**config.mk**
```make
export PLATFORM = sky130hd
export DESIGN_NAME = vga_cmd_timing
export DESIGN_NICKNAME = d
export VERILOG_FILES = /design/src/rtl/vga_pkg.sv /design/src/rtl/vga_fifo_reader.sv /design/src/rtl/vga_cmd_timing.sv
export SDC_FILE = /design/constraint.sdc
export NUM_CORES = 1
export LEC_CHECK = 0
export CORE_ASPECT_RATIO = 0.6
export CORE_MARGIN = 8
export CORE_UTILIZATION = 45
export DETAILED_ROUTE_END_ITERATION = 8
export PLACE_DENSITY = 0.67
export SKIP_CTS_REPAIR_TIMING = 1
export SYNTH_ARGS = -nofsm -noshare
export SYNTH_HDL_FRONTEND = slang
export SYNTH_SLANG_ARGS = --single-unit
```
**constraint.sdc**
```tcl
create_clock -name clk -period 1.95 [get_ports clk]
set_input_delay 0.4875 -clock clk [delete_from_list [all_inputs] [get_ports clk]]
set_output_delay 0.4875 -clock clk [all_outputs]
set_load 0.01 [all_outputs]
```
**src/rtl/vga_pkg.sv**
```systemverilog
// Shared constants and types for the VGA command/timing block.
package vga_pkg;

    // Command opcodes carried in cmd_byte[7:6].
    localparam logic [1:0] OP_MODE = 2'b00;
    localparam logic [1:0] OP_BG_R = 2'b01;
    localparam logic [1:0] OP_BG_G = 2'b10;
    localparam logic [1:0] OP_BG_B = 2'b11;

    // Display modes; code 3 is unused and renders black like MODE_BLACK.
    typedef enum logic [1:0] {
        MODE_GRADIENT = 2'd0,
        MODE_SOLID    = 2'd1,
        MODE_BLACK    = 2'd2
    } vga_mode_e;

    // FIFO reader states.
    typedef enum logic [1:0] {
        RD_IDLE   = 2'd0,
        RD_STROBE = 2'd1,
        RD_GAP    = 2'd2
    } rd_state_e;

    // Total pixels per line.
    function automatic int h_total(input int vis, input int fp, input int sync, input int bp);
        return vis + fp + sync + bp;
    endfunction

    // Total lines per frame.
    function automatic int v_total(input int vis, input int fp, input int sync, input int bp);
        return vis + fp + sync + bp;
    endfunction

    // Larger of two integers, used to size shared counters.
    function automatic int max2(input int a, input int b);
        return (a > b) ? a : b;
    endfunction

endpackage

```
**src/rtl/vga_fifo_reader.sv**
```systemverilog
// Command FIFO reader: synchronises nef, drives the active-low read strobe
// with programmable low/high times and latches one byte per read.
module vga_fifo_reader
    import vga_pkg::*;
#(
    parameter int RD_PULSE_CLKS = 6,
    parameter int RD_GAP_CLKS   = 2
) (
    input  logic       clk,
    input  logic       rst,
    input  logic [7:0] disp_cmd_in,
    input  logic       nef_in,
    output logic       disp_cmd_rd,
    output logic       cmd_strobe,
    output logic [7:0] cmd_byte
);

    localparam int RD_CNT_W = $clog2(max2(RD_PULSE_CLKS, RD_GAP_CLKS)) + 1;
    localparam logic [RD_CNT_W-1:0] PULSE_LAST = RD_CNT_W'(RD_PULSE_CLKS - 1);
    localparam logic [RD_CNT_W-1:0] GAP_LAST   = RD_CNT_W'(RD_GAP_CLKS - 1);

    rd_state_e             state_q, state_d;
    logic [RD_CNT_W-1:0]   cnt_q, cnt_d;
    logic                  nef_q;
    logic                  rd_q, rd_d;
    logic                  strobe_q, strobe_d;
    logic [7:0]            byte_q, byte_d;

    // Next-state and output logic for the read handshake.
    always_comb begin
        state_d  = state_q;
        cnt_d    = cnt_q;
        rd_d     = rd_q;
        strobe_d = 1'b0;
        byte_d   = byte_q;
        case (state_q)
            RD_IDLE: begin
                if (nef_q) begin
                    rd_d    = 1'b0;
                    cnt_d   = '0;
                    state_d = RD_STROBE;
                end
            end
            RD_STROBE: begin
                cnt_d = cnt_q + RD_CNT_W'(1);
                if (cnt_q == PULSE_LAST) begin
                    // Data is taken straight from the FIFO bus at the end of the low pulse.
                    byte_d   = disp_cmd_in;
                    strobe_d = 1'b1;
                    rd_d     = 1'b1;
                    cnt_d    = '0;
                    state_d  = RD_GAP;
                end
            end
            RD_GAP: begin
                cnt_d = cnt_q + RD_CNT_W'(1);
                if (cnt_q == GAP_LAST) begin
                    cnt_d   = '0;
                    state_d = RD_IDLE;
                end
            end
            default: begin
                state_d = RD_IDLE;
            end
        endcase
    end

    // State, counter, strobe and nef synchroniser registers.
    always_ff @(posedge clk) begin
        if (rst) begin
            state_q  <= RD_IDLE;
            cnt_q    <= '0;
            nef_q    <= 1'b0;
            rd_q     <= 1'b1;
            strobe_q <= 1'b0;
            byte_q   <= '0;
        end else begin
            state_q  <= state_d;
            cnt_q    <= cnt_d;
            nef_q    <= nef_in;
            rd_q     <= rd_d;
            strobe_q <= strobe_d;
            byte_q   <= byte_d;
        end
    end

    assign disp_cmd_rd = rd_q;
    assign cmd_strobe  = strobe_q;
    assign cmd_byte    = byte_q;

endmodule

```
**src/rtl/vga_cmd_timing.sv**
```systemverilog
// Programmable VGA timing generator with command-driven mode/background
// registers that are double-buffered and take effect at frame wrap.
module vga_cmd_timing
    import vga_pkg::*;
#(
    parameter int PIX_DIV       = 4,
    parameter int H_VISIBLE     = 800,
    parameter int H_FP          = 40,
    parameter int H_SYNC        = 128,
    parameter int H_BP          = 88,
    parameter int V_VISIBLE     = 600,
    parameter int V_FP          = 1,
    parameter int V_SYNC        = 4,
    parameter int V_BP          = 23,
    parameter bit HSYNC_POL     = 1'b1,
    parameter bit VSYNC_POL     = 1'b1,
    parameter int CNT_W         = 12,
    parameter int COLOR_W       = 4,
    parameter int RD_PULSE_CLKS = 6,
    parameter int RD_GAP_CLKS   = 2
) (
    input  logic               clk,
    input  logic               rst,
    input  logic [7:0]         disp_cmd_in,
    input  logic               nef_in,
    output logic               disp_cmd_rd,
    output logic               hsync,
    output logic               vsync,
    output logic [COLOR_W-1:0] red,
    output logic [COLOR_W-1:0] green,
    output logic [COLOR_W-1:0] blue,
    output logic               cmd_strobe,
    output logic [7:0]         cmd_byte,
    output logic               frame_start
);

    localparam int H_TOTAL = h_total(H_VISIBLE, H_FP, H_SYNC, H_BP);
    localparam int V_TOTAL = v_total(V_VISIBLE, V_FP, V_SYNC, V_BP);
    localparam int TICK_W  = (PIX_DIV > 1) ? $clog2(PIX_DIV) : 1;

    localparam logic [TICK_W-1:0] TICK_LAST = TICK_W'(PIX_DIV - 1);
    localparam logic [CNT_W-1:0]  H_LAST    = CNT_W'(H_TOTAL - 1);
    localparam logic [CNT_W-1:0]  V_LAST    = CNT_W'(V_TOTAL - 1);
    localparam logic [CNT_W-1:0]  H_VIS_END = CNT_W'(H_VISIBLE);
    localparam logic [CNT_W-1:0]  V_VIS_END = CNT_W'(V_VISIBLE);
    localparam logic [CNT_W-1:0]  HS_FIRST  = CNT_W'(H_VISIBLE + H_FP);
    localparam logic [CNT_W-1:0]  HS_LAST   = CNT_W'(H_VISIBLE + H_FP + H_SYNC - 1);
    localparam logic [CNT_W-1:0]  VS_FIRST  = CNT_W'(V_VISIBLE + V_FP);
    localparam logic [CNT_W-1:0]  VS_LAST   = CNT_W'(V_VISIBLE + V_FP + V_SYNC - 1);

    // Channel index 0/1/2 = red/green/blue throughout.
    logic [TICK_W-1:0]           tick_q, tick_d;
    logic [CNT_W-1:0]            hcount_q, hcount_d;
    logic [CNT_W-1:0]            vcount_q, vcount_d;
    logic                        hsync_q, hsync_d;
    logic                        vsync_q, vsync_d;
    logic                        frame_start_q, frame_start_d;
    logic                        pix_en;
    logic                        frame_wrap;
    logic                        visible;
    logic [1:0]                  mode_pend_q, mode_pend_d;
    logic [1:0]                  mode_act_q, mode_act_d;
    logic [2:0][COLOR_W-1:0]     bg_pend_q, bg_pend_d;
    logic [2:0][COLOR_W-1:0]     bg_act_q, bg_act_d;
    logic [2:0][COLOR_W-1:0]     rgb_q, rgb_d;
    logic [2:0][COLOR_W-1:0]     grad;

    vga_fifo_reader #(
        .RD_PULSE_CLKS (RD_PULSE_CLKS),
        .RD_GAP_CLKS   (RD_GAP_CLKS)
    ) u_reader (
        .clk         (clk),
        .rst         (rst),
        .disp_cmd_in (disp_cmd_in),
        .nef_in      (nef_in),
        .disp_cmd_rd (disp_cmd_rd),
        .cmd_strobe  (cmd_strobe),
        .cmd_byte    (cmd_byte)
    );

    // Gradient pattern: coarse horizontal ramp gated by one vcount bit per channel.
    genvar gi;
    generate
        for (gi = 0; gi < 3; gi++) begin : g_grad
            assign grad[gi] = hcount_q[COLOR_W+4:5] & {COLOR_W{vcount_q[8-gi]}};
        end
    endgenerate

    // Pixel divider, raster counters and syncs derived from the updated counts.
    always_comb begin
        pix_en     = (tick_q == '0);
        tick_d     = (tick_q == TICK_LAST) ? '0 : tick_q + TICK_W'(1);
        hcount_d   = hcount_q;
        vcount_d   = vcount_q;
        frame_wrap = 1'b0;
        if (pix_en) begin
            if (hcount_q == H_LAST) begin
                hcount_d = '0;
                if (vcount_q == V_LAST) begin
                    vcount_d   = '0;
                    frame_wrap = 1'b1;
                end else begin
                    vcount_d = vcount_q + CNT_W'(1);
                end
            end else begin
                hcount_d = hcount_q + CNT_W'(1);
            end
        end
        hsync_d       = ((hcount_d >= HS_FIRST) && (hcount_d <= HS_LAST)) ? HSYNC_POL : ~HSYNC_POL;
        vsync_d       = ((vcount_d >= VS_FIRST) && (vcount_d <= VS_LAST)) ? VSYNC_POL : ~VSYNC_POL;
        frame_start_d = frame_wrap;
    end

    // Command decode into pending registers; pending copies to active at frame wrap.
    always_comb begin
        mode_pend_d = mode_pend_q;
        bg_pend_d   = bg_pend_q;
        if (cmd_strobe) begin
            case (cmd_byte[7:6])
                OP_MODE: mode_pend_d  = cmd_byte[1:0];
                OP_BG_R: bg_pend_d[0] = cmd_byte[COLOR_W-1:0];
                OP_BG_G: bg_pend_d[1] = cmd_byte[COLOR_W-1:0];
                default: bg_pend_d[2] = cmd_byte[COLOR_W-1:0];
            endcase
        end
        // Active takes the old pending value, so a same-clock write waits a frame.
        mode_act_d = frame_wrap ? mode_pend_q : mode_act_q;
        bg_act_d   = frame_wrap ? bg_pend_q   : bg_act_q;
    end

    // Colour path from pre-increment counts, so it lags the counters by one pixel.
    always_comb begin
        visible = (hcount_q < H_VIS_END) && (vcount_q < V_VIS_END);
        rgb_d   = rgb_q;
        if (pix_en) begin
            rgb_d = '0;
            if (visible) begin
                case (mode_act_q)
                    MODE_GRADIENT: rgb_d = grad;
                    MODE_SOLID:    rgb_d = bg_act_q;
                    default:       rgb_d = '0;
                endcase
            end
        end
    end

    // All timing, shadow and colour state.
    always_ff @(posedge clk) begin
        if (rst) begin
            tick_q        <= '0;
            hcount_q      <= '0;
            vcount_q      <= '0;
            hsync_q       <= ~HSYNC_POL;
            vsync_q       <= ~VSYNC_POL;
            frame_start_q <= 1'b0;
            mode_pend_q   <= '0;
            mode_act_q    <= '0;
            bg_pend_q     <= '0;
            bg_act_q      <= '0;
            rgb_q         <= '0;
        end else begin
            tick_q        <= tick_d;
            hcount_q      <= hcount_d;
            vcount_q      <= vcount_d;
            hsync_q       <= hsync_d;
            vsync_q       <= vsync_d;
            frame_start_q <= frame_start_d;
            mode_pend_q   <= mode_pend_d;
            mode_act_q    <= mode_act_d;
            bg_pend_q     <= bg_pend_d;
            bg_act_q      <= bg_act_d;
            rgb_q         <= rgb_d;
        end
    end

    assign hsync       = hsync_q;
    assign vsync       = vsync_q;
    assign frame_start = frame_start_q;
    assign red         = rgb_q[0];
    assign green       = rgb_q[1];
    assign blue        = rgb_q[2];

endmodule

```
* Word-level counts from Yosys, hierarchy flattened
Cells that the tools add are included.
** Word-level totals
- Input port bits :: 11
- Output and inout port bits :: 25
- Flip-flop bits (word level) :: 86
- Logic and storage cells :: 95
** Cells by class
- Bitwise operators :: 5
- Multiplexer cells :: 24
- Eq/ne operators :: 13
- Magnitude comparators :: 6
- Reduce and logical (&&, ||, !) cells :: 20
- Add/sub/neg operators :: 4
** Operators with widths (number)
- two-way mux 12 bit :: 6
- adder 12 x 1 -> 12 bit, second input constant :: 2
- greater-or-equal comparator 12 x 10 -> 1 bit, second input constant :: 2
- less-or-equal comparator 12 x 10 -> 1 bit, second input constant :: 2
- < comparator 12 x 10 -> 1 bit, second input constant :: 2
- one-hot mux 12 bit (2 select lines) :: 1
- AND 4 bit :: 3
- == test 12 x 10 -> 1 bit, second input constant :: 1
- == test 12 x 11 -> 1 bit, second input constant :: 1
- two-way mux 4 bit :: 3
- one-hot mux 4 bit (3 select lines) :: 1
- AND reduction 2 bit :: 6
- zero test 2 bit :: 4
- two-way mux 1 bit :: 8
- == test 2 x 1 -> 1 bit, second input constant :: 3
- == test 2 bit, second input constant :: 3
- two-way mux 2 bit :: 3
- != test 2 x 1 -> 1 bit, second input constant :: 3
- one-hot mux 2 bit (3 select lines) :: 1
- AND reduction 3 bit :: 2
- adder 4 x 1 -> 4 bit, second input constant :: 1
- == test 4 x 1 -> 1 bit, second input constant :: 1
- == test 4 x 3 -> 1 bit, second input constant :: 1
- OR reduction 2 bit :: 2
- 7 further kinds :: 10

* Logic depth before layout (Yosys ltp)
- Word-level depth :: 7
- Mapped depth :: 9
- Depth with buffers taken out :: 8

* Modules after synthesis
From an unflattened synthesis, not the netlist that was laid out.
** Unflattened totals
- Cells, all modules :: 451
- Area total of the unflattened synthesis :: 3987.6 um^2
** By module, submodules not included
- vga_cmd_timing :: cells an instance 354, seq. area each 1381.3 um^2, area each 3166.8 um^2, times used 1
- vga_fifo_reader :: cells an instance 97, seq. area each 340.3 um^2, area each 820.8 um^2, times used 1

* Worst setup path before layout
OpenSTA, ideal clock, no wires.
- Kind :: reg-to-reg
- Start :: register hcount_q[0]
- End :: register hsync_q (netlist: hsync)
- Setup time :: 0.096 ns
- Buffers on the path :: 1
- Arrival :: 2.027 ns
- Stages on the path, launching flop included :: 9
- Required time :: 1.854 ns
- Path slack :: -0.173 ns
- Period minus slack after synthesis :: 2.123 ns
- Path through :: dfxtp_1 -> ha_1 -> clkbuf_1 -> and3_1 -> o211a_1 -> o31a_1 -> a311oi_1 -> xor2_1 -> nor4b_1
** Between the ends
- Longest elaborated chain between the ends :: 6
- Elaborated cells on any way between the ends :: 8
- Those cells by class :: add/sub (1); order compare (2); eq/ne (1); mux (3); reduce/logical (1)
** RTL lines
- start, declared :: RTL line vga_cmd_timing.sv:53 : logic [CNT_W-1:0] hcount_q, hcount_d;
- start signal, assigned :: RTL line vga_cmd_timing.sv:163 : hcount_q <= hcount_d;
- adder 12 x 1 -> 12 bit or == test 12 x 11 -> 1 bit (tied branches) :: RTL line vga_cmd_timing.sv:106, vga_cmd_timing.sv:97
- two-way mux 12 bit :: RTL line vga_cmd_timing.sv:97 : if (hcount_q == H_LAST) begin
- two-way mux 12 bit * :: RTL line vga_cmd_timing.sv:96 : if (pix_en) begin
- greater-or-equal comparator 12 x 10 -> 1 bit or less-or-equal comparator 12 x 10 -> 1 bit (tied branches) :: RTL line vga_cmd_timing.sv:109 : hsync_d = ((hcount_d >= HS_FIRST) && (hcount_d <= HS_LAST)) ? HSYNC_POL : ~HSYNC_POL;
- logical AND 1 bit * :: RTL line vga_cmd_timing.sv:109
- two-way mux 1 bit * :: RTL line vga_cmd_timing.sv:109
- end signal, assigned :: RTL line vga_cmd_timing.sv:153 : hsync_q <= ~HSYNC_POL;
- end signal, assigned :: RTL line vga_cmd_timing.sv:165 : hsync_q <= hsync_d;
- end, declared :: RTL line vga_cmd_timing.sv:55 : logic hsync_q, hsync_d;
Mark *: on every way between the ends. The rest lies on a longest branch, timed or not.
A chain may end at the register's enable or synchronous reset.

* Worst setup path in the final report
- Start :: register hcount_q[8]
- End :: register vsync_q (netlist: vsync)
** Between the ends
- Longest elaborated chain between the ends :: 6
- Elaborated cells on any way between the ends :: 7
- Those cells by class :: order compare (2); eq/ne (1); mux (3); reduce/logical (1)
** RTL lines
- == test 12 x 11 -> 1 bit * :: RTL line vga_cmd_timing.sv:97
- two-way mux 12 bit * :: RTL line vga_cmd_timing.sv:97
- two-way mux 12 bit * :: RTL line vga_cmd_timing.sv:96
- greater-or-equal comparator 12 x 10 -> 1 bit or less-or-equal comparator 12 x 10 -> 1 bit (tied branches) :: RTL line vga_cmd_timing.sv:110 : vsync_d = ((vcount_d >= VS_FIRST) && (vcount_d <= VS_LAST)) ? VSYNC_POL : ~VSYNC_POL;
- logical AND 1 bit * :: RTL line vga_cmd_timing.sv:110
- two-way mux 1 bit * :: RTL line vga_cmd_timing.sv:110
- end signal, assigned :: RTL line vga_cmd_timing.sv:154 : vsync_q <= ~VSYNC_POL;
- end signal, assigned :: RTL line vga_cmd_timing.sv:166 : vsync_q <= vsync_d;
- end, declared :: RTL line vga_cmd_timing.sv:56 : logic vsync_q, vsync_d;
Marks and branches as above.

==> results.json <==
{
  "grt_remaining_overflow": 0,
  "io-pin-count": 36,
  "max_stage_delay_ps": 590,
  "r2r_start": "hcount_q[8]",
  "clock_latency_ps": 340,
  "slew_violations": 0,
  "floorplan.initialDensity": 0.469,
  "cp.required_ps": 2230,
  "fin_nets": 556,
  "die_h_um": 89.3,
  "ys_seq_area_frac": 0.428,
  "dp_cells": 630,
  "syn-cell-area_sq_um": 4030,
  "startpoint": "hcount_q[8]",
  "met3_usage": 0.0515,
  "cts_max_path_buffers": 2,
  "reg2reg_to": "vsync",
  "root_buffer": "clkbuf_16",
  "leakagePower_nw": 2.17,
  "slew_headroom": 0.611,
  "setup_tns_ps": -298,
  "vias": 3594,
  "crit_slowest_cell": "or4b_4",
  "ys_types": 47,
  "grt_max_degree": 44,
  "min_period_over_period": 1.08,
  "setup_viol": 2,
  "powerDensity_nw_per_um2": 719,
  "min_period_ps": 2100,
  "finalWirelength_um": 10800,
  "antenna_found_initial": 0,
  "maxCapViolCount": 0,
  "clock_skew_ps": 6.59,
  "layout.cells.non_filler": 652,
  "synth_fp_nets": 486,
  "synth_compound_area_frac": 0.112,
  "met2_usage": 0.246,
  "cts-buffers-inserted": 9,
  "drcViolationCount": 0,
  "avgSynthCellArea_sq_um": 8.66,
  "use_met1": 0.237,
  "critical_path_peak_fanout": 4,
  "setup.worst_path.start_class": "flop",
  "violations": "negative setup slack",
  "viasPerCell": 5.51,
  "hold_path.class": "flop to flop",
  "grt_pass1_wl_um": 16900,
  "tightest_slew_ps": 583,
  "fin_util": 0.619,
  "synth_top_cell_area_share": 0.428,
  "layout_setup_ws_ps": -153,
  "ir_worst_vdd_mv": 0.448,
  "synth-edff-count": 0,
  "rsz0062_at_grt": "true",
  "io_buffer_count": 35,
  "design.core.area_sq_um": 8590,
  "outcome": "finished with violations",
  "nFillCells": 739,
  "final_layout_size_suffix_gt1_frac": 0.183,
  "globalplace.congestion": 0.837,
  "htree_levels": 3,
  "r2r_slack_ps": -150,
  "finalHoldViolCount": 0,
  "drt_iter0_drc": 225,
  "synth_area_leader_cell": "dfxtp_1",
  "syn_inst": 465,
  "cts_tree": "done",
  "n_antenna_cell": 0,
  "busiest_layer": "met2",
  "num_rows": 26,
  "clock-sinks": 86,
  "ant_nets": 0,
  "crit_path_cell_trace": "or4b_4 > nor4_4 > buf_4 > nand3_1 > a2bb2oi_1 > a2111oi_2 > and3_1",
  "routedWlPerCell_um": 16.5,
  "grt_pass1_vias": 3303,
  "yosys.area_share.simple": 0.261,
  "crit_path_end": "vsync",
  "worstPathArrival_ps": 2380,
  "hpwl_um": 7530,
  "crit_type": "flop to flop",
  "synth_top_family_by_area": "simple AND/OR/NAND/NOR gates",
  "yosys_warnings": 0,
  "r2r_cells": 7,
  "dr.pass1.iters": 5,
  "track_usage": 0.170,
  "synthMuxAreaShare": 0.0796,
  "synthToLayoutAreaGrowth_pct": 32.0,
  "max_freq_ghz": 0.476,
  "yosys-top-cells-area": "dfxtp_1 (43%), mux2i_1 (8.0%), nor2_1 (7.2%)",
  "ys.flop_type": "dfxtp_1",
  "dieArea_sq_um": 12300,
  "clk_pin_slew_ps": 60,
  "async_reset_ff_frac": 0,
  "synth-seq-cells": 86,
  "cp-end-kind": "flop",
  "synthAdderAreaFrac": 0.0311,
  "dieWidth_um": 138,
  "synth_xor_area_frac": 0.0500
}
-- report_power, final --
| part | switching, mW | internal (mW) | leakage (nW) |
|---|---|---|---|
| logic | 0.147 | 0.123 | 1.32 |
| registers | 0.0225 | 1.78 | 0.697 |
| clock network | 0.710 | 1.04 | 0.143 |
-- final cells by class --
class                           instances  area (sq um)  area share
Sequential cell                        86          1730       0.326
Clock buffer                           12           246      0.0464
Clock inverter                          4          55.1      0.0104
Multi-Input combinational cell        339          2310       0.436
Inverter                               12          45.0     0.00848
Tap cell                              112           140      0.0264
Timing Repair Buffer                   87           781       0.147
-- metal layers --
metal | up-vias | routed length [um]
met1 | 1740 | 5410
met4 | 0 | 93
li1 | 1743 | -
met5 | - | 0
met3 | 11 | 662
met2 | 100 | 4610
-- worst max-delay path: cells and delay by family, from the launching register on --
kind                   cells  cell delay (ps)
buffers and inverters      1              180
and+or+nand+nor            4             1160
AOI/OAI and AO/OA          2              390
DFF                        1              320
-- sequential cells by signal, summed over array words and instances, names as in the netlist, 2 cells and up --
name               cells
hcount_q              12
bg_pend_q             12
mode_pend_q            2
u_reader.cnt_q         4
u_reader.cmd_byte      8
mode_act_q             2
green                  4
vcount_q              12
bg_act_q              12
blue                   4
red                    4
tick_q                 2
u_reader.state_q       2
-- cell families (layout without fill, tap and decap cells) --
family	after synthesis	after routing
flops	86	86
mux	32	32
buf+inv	40	115
fa+ha+maj	10	10
simple gates	206	206
compound gates	68	68
xor+xnor	23	23
-- stage by stage --
stage	total power [mW]	area, sq um	setup slack, ps	hold slack, ps
2_1_floorplan	1.98	4070	-31.9	429
3_3_place_gp	2.07	4800	-230	440
3_5_place_dp	2.08	4800	-184	452
4_1_cts	3.82	5100	-223	443
5_1_grt	3.95	5310	-247	477
6_report	3.82	5310	-153	456
-- cells in the mapped netlist, types with 8 or more instances --
master / instances
a21oi_1: 29
a22o_1: 9
clkbuf_1: 25
dfxtp_1: 86
ha_1: 10
inv_1: 12
mux2i_1: 32
nand2_1: 37
nand3_1: 12
nor2_1: 77
nor2b_1: 19
nor3_1: 11
o21ai_0: 8
xnor2_1: 9
xor2_1: 14
-- cells in the final DEF, fill, tap and decap left out, types with 8 or more instances in the layout --
cell type         n
dfxtp_1          79
nor2_1           76
buf_4            46
nand2_1          34
clkdlybuf4s50_1  34
mux2i_1          32
a21oi_1          29
nor2b_1          19
xor2_1           14
inv_1            12
nand3_1          11
clkbuf_16        10
xnor2_1           9
nor3_1            9
a22o_1            9
o21ai_0           8
-- worst min path at each step --
stage                                     from              endpoint  slack (ps)  depth (start not counted)
final                     u_reader.cmd_byte[4]  u_reader.cmd_byte[4]         460                          2
after CTS                                  rst        u_reader.nef_q         440                          2
after detailed placement  u_reader.cmd_byte[4]  u_reader.cmd_byte[4]         450                          2
after global routing      u_reader.cmd_byte[4]  u_reader.cmd_byte[4]         480                          2
after floorplan                      tick_q[0]             tick_q[0]         430                          1
after global placement    u_reader.cmd_byte[5]  u_reader.cmd_byte[5]         440                          2
Power figures use the tool's default switching activity.
